--- src/rtl/pwm_capture_multi.sv ---
// pwm_capture_multi
//   Multi-channel PWM period/duty capture. Each channel synchronises its raw
//   PWM input, measures the high and low phase lengths (in clk cycles) of
//   every complete period, and publishes them with a one-cycle valid strobe.
//   A phase that lasts longer than TIMEOUT cycles sets a sticky stuck flag.
//
// Ports
//   clk         rising-edge clock for all logic
//   reset       asynchronous, active-high; clears all state
//   enable      global enable; 0 parks every channel in IDLE
//   pwm_in      raw PWM inputs, asynchronous to clk, one bit per channel
//   high_count  channel c at [c*CNT_W +: CNT_W]; high phase of last period
//   low_count   same packing; low phase of last period
//   valid       one-cycle pulse when channel c updates its counts
//   stuck       channel c exceeded TIMEOUT in a single phase
module pwm_capture_multi #(
  parameter int unsigned CHANNELS    = 4,
  parameter int unsigned CNT_W       = 32,
  parameter int unsigned SYNC_STAGES = 2,
  parameter int unsigned TIMEOUT     = 1000000
) (
  input  logic                      clk,
  input  logic                      reset,
  input  logic                      enable,
  input  logic [CHANNELS-1:0]       pwm_in,
  output logic [CHANNELS*CNT_W-1:0] high_count,
  output logic [CHANNELS*CNT_W-1:0] low_count,
  output logic [CHANNELS-1:0]       valid,
  output logic [CHANNELS-1:0]       stuck
);

  localparam logic [1:0] IDLE      = 2'd0;
  localparam logic [1:0] MEAS_HIGH = 2'd1;
  localparam logic [1:0] MEAS_LOW  = 2'd2;

  localparam logic [CNT_W-1:0] TO_CNT = CNT_W'(TIMEOUT);
  localparam logic [CNT_W-1:0] ONE    = CNT_W'(1);

  for (genvar c = 0; c < CHANNELS; c++) begin : g_ch
    logic [SYNC_STAGES-1:0] sync;
    logic                   s;
    logic                   s_d;
    logic                   rise;
    logic                   fall;
    logic [1:0]             state;
    logic [CNT_W-1:0]       hr;
    logic [CNT_W-1:0]       lr;
    logic [CNT_W-1:0]       hc;
    logic [CNT_W-1:0]       lc;
    logic                   vld;
    logic                   stk;

    assign s    = sync[SYNC_STAGES-1];
    assign rise = s & ~s_d;
    assign fall = ~s & s_d;

    // Synchroniser keeps running regardless of enable.
    always_ff @(posedge clk or posedge reset) begin
      if (reset) begin
        sync <= '0;
        s_d  <= 1'b0;
      end else begin
        sync <= {sync[SYNC_STAGES-2:0], pwm_in[c]};
        s_d  <= s;
      end
    end

    always_ff @(posedge clk or posedge reset) begin
      if (reset) begin
        state <= IDLE;
        hr    <= '0;
        lr    <= '0;
        hc    <= '0;
        lc    <= '0;
        vld   <= 1'b0;
        stk   <= 1'b0;
      end else begin
        vld <= 1'b0;
        if (!enable) begin
          state <= IDLE;
          hr    <= '0;
          lr    <= '0;
          stk   <= 1'b0;
        end else begin
          case (state)
            IDLE: begin
              // First edge only arms the measurement; no report yet.
              if (rise) begin
                state <= MEAS_HIGH;
                hr    <= ONE;
                lr    <= '0;
                stk   <= 1'b0;
              end
            end
            MEAS_HIGH: begin
              if (fall) begin
                state <= MEAS_LOW;
                lr    <= ONE;
              end else if (s) begin
                if (hr < TO_CNT) begin
                  hr <= hr + ONE;
                end else begin
                  state <= IDLE;
                  stk   <= 1'b1;
                end
              end
            end
            MEAS_LOW: begin
              if (rise) begin
                hc    <= hr;
                lc    <= lr;
                vld   <= 1'b1;
                hr    <= ONE;
                lr    <= '0;
                state <= MEAS_HIGH;
              end else if (!s) begin
                if (lr < TO_CNT) begin
                  lr <= lr + ONE;
                end else begin
                  state <= IDLE;
                  stk   <= 1'b1;
                end
              end
            end
            default: state <= IDLE;
          endcase
        end
      end
    end

    assign high_count[c*CNT_W +: CNT_W] = hc;
    assign low_count[c*CNT_W +: CNT_W]  = lc;
    assign valid[c]                     = vld;
    assign stuck[c]                     = stk;
  end

endmodule

--- config.mk ---
export PLATFORM = sky130hd
export DESIGN_NAME = pwm_capture_multi
export DESIGN_NICKNAME = d
export VERILOG_FILES = /design/src/rtl/pwm_capture_multi.sv
export SDC_FILE = /design/constraint.sdc
export NUM_CORES = 1
export LEC_CHECK = 0
export CELL_PAD_IN_SITES_DETAIL_PLACEMENT = 0
export CELL_PAD_IN_SITES_GLOBAL_PLACEMENT = 1
export CORE_ASPECT_RATIO = 1.4
export CORE_MARGIN = 8
export CORE_UTILIZATION = 40
export CTS_CLUSTER_SIZE = 12
export DETAILED_ROUTE_END_ITERATION = 10
export HOLD_SLACK_MARGIN = 0.03
export PLACE_DENSITY = 0.86
export SLEW_MARGIN = 20
export SYNTH_ARGS = -nofsm -noshare
export SYNTH_HDL_FRONTEND = slang
export SYNTH_SLANG_ARGS = --single-unit
--- constraint.sdc ---
create_clock -name clk -period 39.7 [get_ports clk]
set_clock_uncertainty 0.2 [all_clocks]
set_input_delay 7.94 -clock clk [delete_from_list [all_inputs] [get_ports clk]]
set_output_delay 7.94 -clock clk [all_outputs]
set_load 0.1 [all_outputs]
==> metrics.yaml, run 1 <==
logic_synthesis:
  synthFlopType: "dfrtp_1"
  synth_warnings: 0
  synthCells: 2752
  ys_ff_latch: 540
  yosys.area.top_type: "dfrtp_1"
  yosys-top-cells-count: "nand2_1, dfrtp_1, nor2_1, o21ai_0, clkbuf_1"
  syn_nets: 2783
  synth.avg_cell_area_um2: 8.98
  yosysMostFrequentCell: "nand2_1"
  syn-cell-area_mm2: 0.0247
  yosysTopAreaCellShare: 0.547
  synth-async-reset-ratio: 1.00
  yosysUniqueCellTypes: 74
  synth.yosys.seq_area_share: 0.547
  synth_area_leaders: "dfrtp_1, nand2_1, o21ai_0"
  synth_edf_count: 0
status:
  outcome: "complete, no violations"
critical_path:
  path_common_cell: "buf_4"
  critPathTopFamily: "buffers and inverters"
  required_ns: 40.02
  path_class: "input port to flop"
  path_max_fanout: 61
  crit_path_end_kind: "flop"
  crit_path_start_kind: "input port"
  cp_num_buf_inv: 5
  crit_slowest_cell: "inv_1"
  worst-endpoint-arrival_ns: 10.97
  worstPathCellList: "buf_2 -> buf_4 -> nand4_1 -> buf_4 -> inv_1 -> buf_4 -> nand2_1 -> nand2_1"
  rrSetupSlack_ns: 36.07
  slowest_delay_ns: 0.64
pwr:
  p_per_area_mw_per_mm2: 41.1
  ir_drop_mv: 0.0303
  leakage_nw: 13.8
clocking:
  clockRootBuffer: "clkbuf_16"
  insertion_delay_ns: 0.60
  cts_buffers: 54
  cts.clk_slew.worst_paths_ns: 0.06
  clock-sinks: 540
  cts_resized: 0
  cts_max_level: 2
  clockBufferDepth: 3
  cts_tree: "yes"
  post-cts-setup-buffers: 0
  hold_buffers: 0
detailed_routing:
  routed_wl_mm: 65.3
  vias_per_cell: 5.41
  drc: 0
  wire_per_inst_um: 17.2
  drt_iter0_markers: 1570
  vias: 20600
  drt-pass1-iter-count: 5
  ant_nets: 0
grt:
  grt_overflow: 0
  grt_pass1_wl_mm: 107
  antenna_found_initial: 0
  grt_pass1_vias: 20200
  grt_max_degree: 181
  grt_util_all_layers: 0.183
timing:
  fmax_mhz: 94.0
  relSlewSlack: 0.242
  period_needed_ns: 10.64
  tns_ns: 0
  rsz0062_at_grt: "false"
  hold_viol: 0
  period_share: 0.268
  finalMaxSlewViolations: 0
  worst_pin_slew_ns: 1.13
  finalSetupViolations: 0
floorplan:
  core_area_mm2: 0.0616
  core.rowCount: 108
  initial_core_util: 0.401
  fp.dieW_um: 226
  pin_count: 271
  dieArea_mm2: 0.0701
  dieHeight_um: 310
layout:
  design_area_mm2: 0.0297
  fin_nets: 2978
  n_fill_cell: 5888
  area_growth_pct: 20.0
  drive_gt1_frac: 0.0413
  n_antenna_cell: 0
place:
  dp_hpwl_mm: 44.4
  port_buffers: 270
  placed_cell_area_mm2: 0.0280
  gp_congestion: 0.846
hold_path:
  hold_class: "flop to flop"
run:
  drv_cap: 0
==> worst reg2reg max path, cell delays in order (launching register included) <==
cell	delay, ns
dfrtp_1	0.46
inv_1	0.14
ha_1	0.39
nand4_1	0.50
buf_4	0.50
inv_1	0.68
buf_4	0.48
nand2_1	0.13
nand2_1	0.09
==> where the power goes <==
part | total (W) | switching, W | internal, W
sequential | 0.000570 | 0.0000111 | 0.000559
combinational | 0.000162 | 0.000117 | 0.0000447
clock | 0.000488 | 0.000209 | 0.000278
total | 0.00122 | 0.000338 | 0.000882
==> stage by stage <==
| step | utilization | power (W) | std cells | hold slack [ns] | setup WS [ns] |
|---|---|---|---|---|---|
| 2_1_floorplan | - | 0.000703 | 2752 | 0.131 | 16.47 |
| 3_3_place_gp | 0.455 | 0.000737 | 3716 | 0.134 | 28.55 |
| 6_report | 0.481 | 0.00122 | 3800 | 0.146 | 29.06 |
| 3_5_place_dp | 0.455 | 0.000741 | 3716 | 0.135 | 28.46 |
| 5_1_grt | 0.481 | 0.00127 | 3800 | 0.158 | 28.79 |
| 4_1_cts | 0.481 | 0.00124 | 3800 | 0.147 | 29.10 |
==> cell usage in the layout (no fill, tap or decap), types with 39 or more instances in the layout <==
cell type / count
nand2_1: 848
dfrtp_1: 540
clkdlybuf4s50_1: 269
nor2_1: 168
o21ai_0: 167
nand3_1: 94
and3_1: 74
a21oi_1: 66
o31ai_1: 61
clkbuf_16: 54
nand4_1: 52
inv_1: 51
a31oi_1: 47
xor2_1: 44
nor3_1: 42
nor4_1: 39
==> logic make-up (layout without fill, tap and decap cells) <==
family,count (synthesis),count (layout),share of synthesized area
compound gates,462,462,0.119
simple gates,1442,1442,0.259
mux,17,17,0.00734
flops,540,540,0.547
buf+inv,205,428,0.0334
fa+ha+maj,24,24,0.0121
xor+xnor,62,62,0.0220
==> layer usage <==
layer	wire, um	vias up	track usage
met4	1610	0	0.0535
met5	0	-	0
met3	3560	105	0.0319
met2	32600	563	0.319
met1	27600	10100	0.231
li1	-	9792	-
==> cell type report <==
cell class	count	area [um^2]	area share
Sequential cell	540	13500	0.456
Multi-Input combinational cell	2007	10400	0.351
Clock inverter	8	136	0.00460
Tap cell	825	1030	0.0348
Inverter	55	214	0.00721
Clock buffer	76	1490	0.0504
Timing Repair Buffer	289	2860	0.0964
==> flip-flops by register name, summed over array words and instances, names as in the netlist <==
name / cells
g_ch.vld: 4
g_ch.hr: 128
g_ch.s_d: 4
g_ch.lr: 128
g_ch.stk: 4
g_ch.hc: 128
g_ch.state: 8
g_ch.lc: 128
g_ch.sync: 8
==> worst paths after layout <==
kind	startpoint	end	cells past startpoint
worst max-delay path	enable	g_ch[0].lc[21]	8
worst min-delay path	g_ch[3].sync[0]	g_ch[3].sync[1]	0
worst max register to register	g_ch[0].state[0]	g_ch[0].lc[21]	8
worst min register to register	g_ch[3].sync[0]	g_ch[3].sync[1]	0
max in group asynchronous	reset	g_ch[2].lr[0]	4
min in group asynchronous	reset	g_ch[1].lr[12]	2
Power figures use the tool's default switching activity.
==> inputs of run 2 (changes only) <==
- CORE_UTILIZATION: 40 -> 39
- PLACE_DENSITY: 0.86 -> 0.87
- clock period: 39.7 -> 9.1 ns (I/O delays scaled with it)
==> run 2 against run 1 <==
Sequential power rose to 4.4 times the previous value. Die area is 2.4% higher. Utilization fell by 0.90 points. Count of clock-buffer cells in the layout increased by 2. Combinational power grew to 4.4 times the previous value. Cell area is 0.34% higher. Critical path depth fell by 2. Clock power rose to 4.4 times the previous value. Final cell count increased by 0.55%. Register-to-register slack worse by 31 ns. Critical path type unchanged.
==> metrics.yaml, run 2 (synthesized netlist as in run 1, its figures left out) <==
status:
  outcome: "complete, no violations"  # unchanged
place:
  dp_cells: 3729  # was 3,716
  dp_hpwl_mm: 42.5  # was 44.4 mm
  gp_congestion: 0.815  # was 0.846
  port_buffers: 270  # unchanged
  placed_cell_area_mm2: 0.0281  # was 0.0280 mm^2
detailed_routing:
  drc: 0  # unchanged
  drt_iter0_markers: 1472  # was 1,570
  routed_wl_mm: 63.4  # was 65.3 mm
  vias: 20000  # was 20,600
  drt-pass1-iter-count: 5  # unchanged
  wire_per_inst_um: 16.6  # was 17.2 um
  vias_per_cell: 5.23  # was 5.41
  ant_nets: 0  # unchanged
timing:
  period_share: 0.467
  finalSetupViolations: 0  # unchanged
  relSlewSlack: 0.253  # was 0.242
  hold_slack_ns: 0.147  # was 0.146 ns
  fmax_mhz: 235
  period_needed_ns: 4.25
  hold_viol: 0  # unchanged
  worst_pin_slew_ns: 1.12  # was 1.13 ns
  rsz0062_at_grt: "false"  # unchanged
  finalMaxSlewViolations: 0  # unchanged
floorplan:
  initial_core_util: 0.392  # was 0.401
  dieArea_mm2: 0.0718  # was 0.0701 mm^2
  fp.dieW_um: 229  # was 226 um
  core.rowCount: 109  # was 108
  core_area_mm2: 0.0630  # was 0.0616 mm^2
  pin_count: 271  # unchanged
  dieHeight_um: 314  # was 310 um
grt:
  grt_overflow: 0  # unchanged
  grt_max_degree: 183  # was 181
  grt_pass1_vias: 19700  # was 20,200
  grt_pass1_wl_mm: 107  # about the same
  antenna_found_initial: 0  # unchanged
  grt_util_all_layers: 0.174  # was 0.183
clocking:
  insertion_delay_ns: 0.60  # about the same
  cts_tree: "yes"  # unchanged
  cts_buffers: 56  # was 54
  post-cts-setup-buffers: 0  # unchanged
  clock-sinks: 540  # unchanged
  cts_resized: 0  # unchanged
  hold_buffers: 0  # unchanged
  cts_max_level: 2  # unchanged
  clockRootBuffer: "clkbuf_16"  # unchanged
  clockBufferDepth: 3  # unchanged
  cts.clk_slew.worst_paths_ns: 0.06  # about the same
layout:
  drive_gt1_frac: 0.0465  # was 0.0413
  n_fill_cell: 6077  # was 5,888
  utilization: 0.472  # was 0.481
  stdcell_count: 3821  # was 3,800
  area_growth_pct: 20.4  # was 20.0%
  final_common_cell: "nand2_1"  # unchanged
  n_antenna_cell: 0  # unchanged
  multiInputGateArea_mm2: 0.0104  # about the same
  fin_nets: 2986  # was 2,978
  seq_area_mm2: 0.0135  # unchanged
  final_cell_mix: "nand2_1, dfrtp_1, clkdlybuf4s50_1"  # unchanged
  design_area_mm2: 0.0298  # was 0.0297 mm^2
critical_path:
  path_class: "input port to flop"  # unchanged
  crit_path_end_kind: "flop"  # unchanged
  crit_path_start_kind: "input port"  # unchanged
  worst-endpoint-arrival_ns: 4.55  # was 10.97 ns
  required_ns: 9.39  # was 40.02 ns
  path_max_fanout: 49  # was 61
pwr:
  leakage_nw: 13.9  # was 13.8 nW
  p_per_area_mw_per_mm2: 179  # was 41.1 mW/mm^2
  ir_drop_mv: 0.133  # was 0.0303 mV
hold_path:
  hold_class: "flop to flop"  # unchanged
run:
  drv_cap: 0  # unchanged
==> run 2: final timing paths <==
kind	startpoint	to	slack (ns)	cells past startpoint
max	enable	g_ch[1].hr[28]	4.85	6
min	g_ch[3].sync[0]	g_ch[3].sync[1]	0.15	0
max reg2reg	g_ch[0].state[0]	g_ch[0].hr[22]	5.48	6
min reg2reg	g_ch[3].sync[0]	g_ch[3].sync[1]	0.15	0
max in group asynchronous	reset	g_ch[3].hr[12]	5.27	4
min in group asynchronous	reset	g_ch[2].hr[8]	1.56	2
==> run 2: per-layer routing <==
| layer | track usage | share of wire | vias up |
|---|---|---|---|
| li1 | - | - | 9832 |
| met1 | 0.229 | 0.44 | 9697 |
| met2 | 0.294 | 0.49 | 365 |
| met3 | 0.0304 | 0.043 | 94 |
| met4 | 0.0504 | 0.024 | 0 |
| met5 | 0 | 0 | - |
==> run 2: layout make-up <==
class,count,share of cell area
tap,832,0.0350
inverter,55,0.00706
multi-input combinational,2007,0.350
timing repair buffer,295,0.0982
sequential,540,0.454
clock buffer,78,0.0533
clock inverter,14,0.00290
==> run 2: report_power, final <==
group | switching [W] | total, W | internal (W)
Sequential | 0.0000465 | 0.00248 | 0.00244
Clock | 0.000940 | 0.00214 | 0.00120
Combinational | 0.000508 | 0.000706 | 0.000197
==> run 2: worst max-delay path: stages <==
cell and delay, ns:
buf_2 0.12, buf_4 0.47, nand2_1 0.77, or2_1 0.81
nand2b_1 0.33, o31ai_1 0.22
==> run 2: stage by stage <==
step / total power, W / setup slack, ns / setup TNS [ns]
after detailed placement: 0.00324 / 4.20 / 0
after CTS: 0.00542 / 4.81 / 0
final: 0.00533 / 4.85 / 0
after global placement: 0.00324 / 4.24 / 0
after global routing: 0.00558 / 4.67 / 0
after floorplan: 0.00307 / -0.264 / -142.55
